File: src/rtl/tree_pkg.sv
// Shared definitions for the decision-tree walk controller: FSM states,
// node-word field layout and the per-channel node count.
package tree_pkg;

    typedef enum logic [2:0] {
        IDLE,
        FETCH,
        EVAL,
        WAIT_DIR,
        EMIT
    } state_t;

    localparam int FLAGS_W = 2;

    // Nodes per channel in a complete tree of the given depth.
    function automatic int node_count(input int depth);
        return (1 << depth) - 1;
    endfunction

    function automatic int coeff_lsb(input int bias_w);
        return bias_w;
    endfunction

    function automatic int one_lsb(input int features, input int coeff_w, input int bias_w);
        return bias_w + (features - 1) * coeff_w;
    endfunction

    function automatic int flags_lsb(input int features, input int coeff_w, input int bias_w);
        return one_lsb(features, coeff_w, bias_w) + features;
    endfunction

    function automatic int word_width(input int features, input int coeff_w, input int bias_w);
        return flags_lsb(features, coeff_w, bias_w) + FLAGS_W;
    endfunction

endpackage

File: src/rtl/tree_walk_ctrl_node_decode.sv
// Splits a registered node word {child_flags, one_pos, coeff[0..], bias}
// into its fields; coeff[0] sits at the most significant coefficient slot.
module node_decode
    import tree_pkg::*;
#(
    parameter int FEATURES = 3,
    parameter int COEFF_W  = 4,
    parameter int BIAS_W   = 10,
    localparam int WORD_W  = word_width(FEATURES, COEFF_W, BIAS_W)
) (
    input  logic [WORD_W-1:0]                word,
    output logic [1:0]                       child_flags,
    output logic [FEATURES-1:0]              one_pos,
    output logic [FEATURES-2:0][COEFF_W-1:0] coeffs,
    output logic [BIAS_W-1:0]                bias
);

    localparam int COEFF_LSB = coeff_lsb(BIAS_W);
    localparam int ONE_LSB   = one_lsb(FEATURES, COEFF_W, BIAS_W);
    localparam int FLAGS_LSB = flags_lsb(FEATURES, COEFF_W, BIAS_W);

    assign child_flags = word[FLAGS_LSB +: FLAGS_W];
    assign one_pos     = word[ONE_LSB +: FEATURES];
    assign bias        = word[BIAS_W-1:0];

    for (genvar i = 0; i < FEATURES - 1; i++) begin : g_coeff
        assign coeffs[i] = word[COEFF_LSB + (FEATURES - 2 - i) * COEFF_W +: COEFF_W];
    end

endmodule

File: src/rtl/tree_walk_ctrl.sv
// Walks a per-channel decision tree: fetches a node, streams its linear
// terms to an external datapath, then follows the returned sign bit.
module tree_walk_ctrl
    import tree_pkg::*;
#(
    parameter int FEATURES   = 3,
    parameter int COEFF_W    = 4,
    parameter int BIAS_W     = 10,
    parameter int TREE_DEPTH = 3,
    parameter int CHANNELS   = 16,
    parameter int MEM_LAT    = 1,
    localparam int CH_W      = (CHANNELS > 1) ? $clog2(CHANNELS) : 1,
    localparam int NODES     = node_count(TREE_DEPTH),
    localparam int ADDR_W    = (CHANNELS * NODES > 1) ? $clog2(CHANNELS * NODES) : 1,
    localparam int WORD_W    = word_width(FEATURES, COEFF_W, BIAS_W),
    localparam int FS_W      = (FEATURES > 1) ? $clog2(FEATURES) : 1,
    localparam int LVL_W     = $clog2(TREE_DEPTH + 1)
) (
    input  logic                  clk,
    input  logic                  reset,
    input  logic                  in_valid,
    output logic                  in_ready,
    input  logic [CH_W-1:0]       in_ch,
    output logic                  mem_rd,
    output logic [ADDR_W-1:0]     mem_addr,
    input  logic [WORD_W-1:0]     mem_rdata,
    output logic                  load_bias,
    output logic                  add,
    output logic                  mult,
    output logic [FS_W-1:0]       feat_sel,
    output logic [COEFF_W-1:0]    coeff,
    output logic [BIAS_W-1:0]     bias,
    input  logic                  dir_valid,
    input  logic                  dir,
    output logic                  out_valid,
    input  logic                  out_ready,
    output logic [CH_W-1:0]       out_ch,
    output logic [TREE_DEPTH-1:0] out_path,
    output logic [LVL_W-1:0]      out_level
);

    localparam int NODE_W  = TREE_DEPTH;
    localparam int CNT_MAX = (MEM_LAT > FEATURES) ? MEM_LAT : FEATURES;
    localparam int CNT_W   = $clog2(CNT_MAX + 1);

    state_t                  state;
    state_t                  state_next;
    logic [CNT_W-1:0]        cnt;
    logic [FS_W-1:0]         coeff_idx;
    logic [NODE_W-1:0]       node;
    logic [TREE_DEPTH-1:0]   path;
    logic [LVL_W-1:0]        level;
    logic [LVL_W-1:0]        level_inc;
    logic [CH_W-1:0]         ch_q;
    logic [WORD_W-1:0]       word_q;

    logic [1:0]                       child_flags;
    logic [FEATURES-1:0]              one_pos;
    logic [FEATURES-2:0][COEFF_W-1:0] coeffs;
    logic [BIAS_W-1:0]                node_bias;

    logic                    is_unit;
    logic [COEFF_W-1:0]      cur_coeff;
    logic                    take_child;

    node_decode #(
        .FEATURES (FEATURES),
        .COEFF_W  (COEFF_W),
        .BIAS_W   (BIAS_W)
    ) u_node_decode (
        .word        (word_q),
        .child_flags (child_flags),
        .one_pos     (one_pos),
        .coeffs      (coeffs),
        .bias        (node_bias)
    );

    assign mem_addr   = ADDR_W'(ch_q) * ADDR_W'(NODES) + ADDR_W'(node);
    assign out_ch     = ch_q;
    assign out_path   = path;
    assign out_level  = level;
    assign level_inc  = level + 1'b1;
    assign take_child = (dir ? child_flags[0] : child_flags[1])
                        && (level_inc < LVL_W'(TREE_DEPTH));

    // one_pos is listed MSB-first, so feature f maps to bit FEATURES-1-f.
    always_comb begin
        is_unit   = 1'b0;
        cur_coeff = '0;
        for (int f = 0; f < FEATURES; f++) begin
            if (cnt == CNT_W'(f)) is_unit = one_pos[FEATURES-1-f];
        end
        for (int i = 0; i < FEATURES - 1; i++) begin
            if (coeff_idx == FS_W'(i)) cur_coeff = coeffs[i];
        end
    end

    always_ff @(posedge clk) begin
        if (reset) state <= IDLE;
        else       state <= state_next;
    end

    always_comb begin
        state_next = state;
        in_ready   = 1'b0;
        mem_rd     = 1'b0;
        load_bias  = 1'b0;
        add        = 1'b0;
        mult       = 1'b0;
        feat_sel   = '0;
        coeff      = '0;
        bias       = '0;
        out_valid  = 1'b0;
        unique case (state)
            IDLE: begin
                in_ready = !reset;
                if (in_valid && !reset) state_next = FETCH;
            end
            FETCH: begin
                mem_rd = (cnt == '0);
                if (cnt == CNT_W'(MEM_LAT)) state_next = EVAL;
            end
            EVAL: begin
                feat_sel  = FS_W'(cnt);
                load_bias = (cnt == '0);
                if (cnt == '0) bias = node_bias;
                if (is_unit) begin
                    add = 1'b1;
                end else if (cur_coeff != '0) begin
                    add   = 1'b1;
                    mult  = 1'b1;
                    coeff = cur_coeff;
                end
                if (cnt == CNT_W'(FEATURES - 1)) state_next = WAIT_DIR;
            end
            WAIT_DIR: begin
                if (dir_valid) state_next = take_child ? FETCH : EMIT;
            end
            EMIT: begin
                out_valid = 1'b1;
                if (out_ready) state_next = IDLE;
            end
            default: state_next = IDLE;
        endcase
    end

    // Traversal context; cnt is reused as the fetch-latency and feature counter.
    always_ff @(posedge clk) begin
        if (reset) begin
            cnt       <= '0;
            coeff_idx <= '0;
            node      <= '0;
            path      <= '0;
            level     <= '0;
            ch_q      <= '0;
            word_q    <= '0;
        end else begin
            unique case (state)
                IDLE: begin
                    if (in_valid) begin
                        ch_q  <= in_ch;
                        node  <= '0;
                        path  <= '0;
                        level <= '0;
                        cnt   <= '0;
                    end
                end
                FETCH: begin
                    if (cnt == CNT_W'(MEM_LAT)) begin
                        word_q    <= mem_rdata;
                        cnt       <= '0;
                        coeff_idx <= '0;
                    end else begin
                        cnt <= cnt + 1'b1;
                    end
                end
                EVAL: begin
                    if (!is_unit) coeff_idx <= coeff_idx + 1'b1;
                    if (cnt == CNT_W'(FEATURES - 1)) cnt <= '0;
                    else                             cnt <= cnt + 1'b1;
                end
                WAIT_DIR: begin
                    if (dir_valid) begin
                        for (int i = 0; i < TREE_DEPTH; i++) begin
                            if (level == LVL_W'(i)) path[i] <= dir;
                        end
                        level <= level_inc;
                        if (take_child) begin
                            node <= (node << 1) + NODE_W'(1) + NODE_W'(dir);
                            cnt  <= '0;
                        end
                    end
                end
                default: ;
            endcase
        end
    end

endmodule
File: config.mk
export PLATFORM = sky130hd
export DESIGN_NAME = tree_walk_ctrl
export DESIGN_NICKNAME = d
export VERILOG_FILES = /design/src/rtl/tree_pkg.sv /design/src/rtl/tree_walk_ctrl_node_decode.sv /design/src/rtl/tree_walk_ctrl.sv
export SDC_FILE = /design/constraint.sdc
export NUM_CORES = 1
export LEC_CHECK = 0
export BUFFER_PORTS_ARGS = -buffer_cell sky130_fd_sc_hd__buf_4
export CORE_ASPECT_RATIO = 0.9
export CORE_MARGIN = 10
export CORE_UTILIZATION = 53
export DETAILED_ROUTE_END_ITERATION = 7
export MAX_ROUTING_LAYER = met4
export PLACE_DENSITY = 0.81
export SETUP_SLACK_MARGIN = 0.02
export SKIP_CTS_REPAIR_TIMING = 1
export SYNTH_ARGS = -nofsm -noshare
export SYNTH_HDL_FRONTEND = slang
export SYNTH_HIERARCHICAL = 1
export SYNTH_SLANG_ARGS = --single-unit
File: constraint.sdc
create_clock -name clk -period 3.4 [get_ports clk]
set_clock_uncertainty 0.2 [all_clocks]
set_input_delay 0.17 -clock clk [delete_from_list [all_inputs] [get_ports clk]]
set_output_delay 0.17 -clock clk [all_outputs]
set_load 0.005 [all_outputs]
==> results.md <==
- Number of sinks driven by the clock tree: 42
- Via count of the routed design: between 2,000 and 2,500
- Count of buffers from port buffering: 70
- Cell area after technology mapping: approximately 2600 um^2
- Y dimension of the die: roughly 86 um
- Clock tree from TritonCTS: yes
- Initial antenna violation count: 0
- Avg Inst Size Synth: slightly above 8 um^2
- Warnings from Yosys: 6
- H-tree depth: 2
- Net count of the mapped netlist: about 380
- Post-synthesis instance total: 318
- Number of DRC violations after detailed routing: 0
- Total clock buffers created by CTS: 5
- Most common cell after layout, fill and taps aside: buf_4
- Overall routed net length: roughly 6300 um
- Number of flops mapped to enable cells by yosys: 0
- Post-DR vias/cell: approximately 5.2
- Row Count: 23
- Tightest Pin Transition: 0.885 ns
- Final clock period utilization by the worst path: approximately 93%
- Last weighted congestion value of the routability-driven placer: between 0.8 and 0.9
- Count of boundary I/O pins: 71
- Final setup viols: 0
- Area grow syn2layout: 30.1%
- Worst endpoint data arrival time: ~2.8 ns
- Top_reg_cell synth: dfxtp_1
- Top Usage Layer GRT: met2
- Tmin final: between 3 and 4 ns
- Total area of multi-input combinational cells: roughly 1400 um^2
- Total core area: approximately 4600 um^2
- Peak fanout along the critical path: 4
- Fraction of final layout cells sized beyond drive strength 1: 22.1%
- Pleak: ~0.0015 uW
- Final Hold Vio Count: 0
- Routed len/inst: approximately 14 um
- Clock root cell: clkbuf_8
- Power per standard cell area: 378 nW/um^2
- Tightest Hold Check Type: primary input to flip-flop
- RSZ-0062 raised after global routing: false
- Max Cap Viol: 0
- Commonest non-fill, non-tap cells in the layout: 70 x buf_4, 55 x nand2_1, 43 x a21oi_1
- Run status: finished, final reports clean
- Initial DRC Count: 115
- Area post-placement: 2930 um^2
- Largest buffer count on any clock path: 2
- Initial standard-cell utilization of the core: 56.2%
- Kind of start point of the critical path: flip-flop
- Fin area: between 3000 and 4000 um^2
- Overall global routing resource usage: 14.9%
- Chip width: around 93 um
- First-pass detailed-route iteration total: 4
- Clock transition at the registers of the reported paths: ~0.08 ns
- Crit end category: output pin
- Final HPWL from detailed placement: between 4000 and 5000 um
- Remaining antenna violation count: 0
- Number of nets in the layout: roughly 440
- Congestion Overflow GR: 0
- Worst rel slew slack: 40.9%
- Storage cell area: approximately 840 um^2
- Largest net degree at the start of global routing: 43
- Kind of critical path: flip-flop to output pin
- Async S/R FF share, synth: 0%
- Final Max Tran Viols: 0
- Peak supply drop: 0.000187 V
- # diodes: 0
- Die outline area: approximately 8000 um^2
- Sequential share of the synthesized area: around 33%
- FF+latch count, synth: 42
- Filler Cells Inserted: between 300 and 400
- Met2 Track Usage GR: between 20% and 30%
- M3 GR Usage: 3.48%
- Fmax achieved: 316 MHz
- Skew-Pair Late Insertion Delay: around 0.30 ns
- First-pass GRT wire length: ~9700 um
- Accumulated negative setup slack: 0 ns
- Fraction of met1 tracks used by global routing: 16.3%
- Critical path data required time: 3.03 ns
- Number of global-route vias before repair: 2,188
- Number of unique standard cell types used by synthesis: 46
worst paths after layout:
check	start	endpoint	slack, ns	cells past startpoint
worst min register to register	word_q[9]	word_q[9]	0.25	2
worst min-delay path	dir_valid	state[1]	0.03	4
worst max-delay path	out_ch[1]	mem_addr[5]	0.23	9
worst max register to register	state[0]	coeff_idx[1]	1.13	3
cell type report:
| class | instances | share of cell area (%) |
|---|---|---|
| repair buffers | 98 | 24.1 |
| clock inverters | 3 | 2.06 |
| inverters | 20 | 2.24 |
| clock buffers | 5 | 2.06 |
| well taps | 62 | 2.32 |
| multi-input cells | 217 | 42.0 |
| flip-flops and latches | 42 | 25.2 |
registers in the layout, summed over array words and instances (netlist names):
register and count:
out_path 3, out_level 2, coeff_idx 2, cnt 2, state 3, out_ch 4, node 3, word_q 23
through the flow:
stage          utilization, %  power, uW  setup WS [ns]  hold slack, ns  instances
5_1_grt                  73.1       1330         0.0427          0.0453        447
2_1_floorplan               -        701          0.707           0.106        318
4_1_cts                  66.9       1250          0.155         -0.0984        419
3_3_place_gp             63.9        769          0.545           0.216        411
6_report                 73.1       1260          0.231          0.0271        447
3_5_place_dp             63.9        777          0.496           0.208        411
per-layer routing:
| layer | part of all wire, % | vias to the layer above |
|---|---|---|
| met4 | 1.6 | 0 |
| met5 | 0 | - |
| li1 | - | 1179 |
| met3 | 6.3 | 12 |
| met2 | 51 | 67 |
| met1 | 41 | 1081 |
cells by family after synthesis:
kind of cell	Yosys count	synth area share, %
simple gates	115	21.8
compound gates	70	16.8
buf+inv	59	12.6
flops	42	32.7
fa+ha+maj	24	13.1
xor+xnor	5	1.70
mux	3	1.17
report_power, final:
part | internal, uW | total (uW) | switching, uW
combinational | 131 | 249 | 119
sequential | 513 | 543 | 29.7
clock | 294 | 473 | 179
total | 938 | 1260 | 327
cells in the mapped netlist (all sizes together) (2+ instances only):
cell | number | share of area [%]
inv | 20 | 2.9
a21oi | 43 | 8.4
nand3 | 4 | 0.78
a22o | 6 | 2.0
nor3 | 4 | 0.78
or3b | 2 | 0.68
clkbuf | 7 | 1.1
mux2i | 3 | 1.2
xor2 | 2 | 0.68
nor2 | 18 | 2.6
buf | 32 | 8.7
and2 | 14 | 3.4
dfxtp | 42 | 33
fa | 5 | 3.9
nor2b | 4 | 0.97
o211ai | 2 | 0.78
a22oi | 2 | 0.58
nor3b | 5 | 2.3
o31ai | 4 | 1.2
xnor2 | 3 | 1.0
nand4 | 3 | 0.73
o22ai | 4 | 0.97
nand2 | 55 | 8.0
ha | 19 | 9.2
critical path, cell delays in order, from the launching register on:
cell     delay [ns]
dfxtp_1        0.41
fa_1           0.48
fa_1           0.55
inv_1          0.07
fa_1           0.45
nor2b_1        0.11
o21ai_0        0.07
nand2_1        0.09
xor2_1         0.15
buf_4          0.13
No activity file was read; power rests on OpenSTA's default activity.
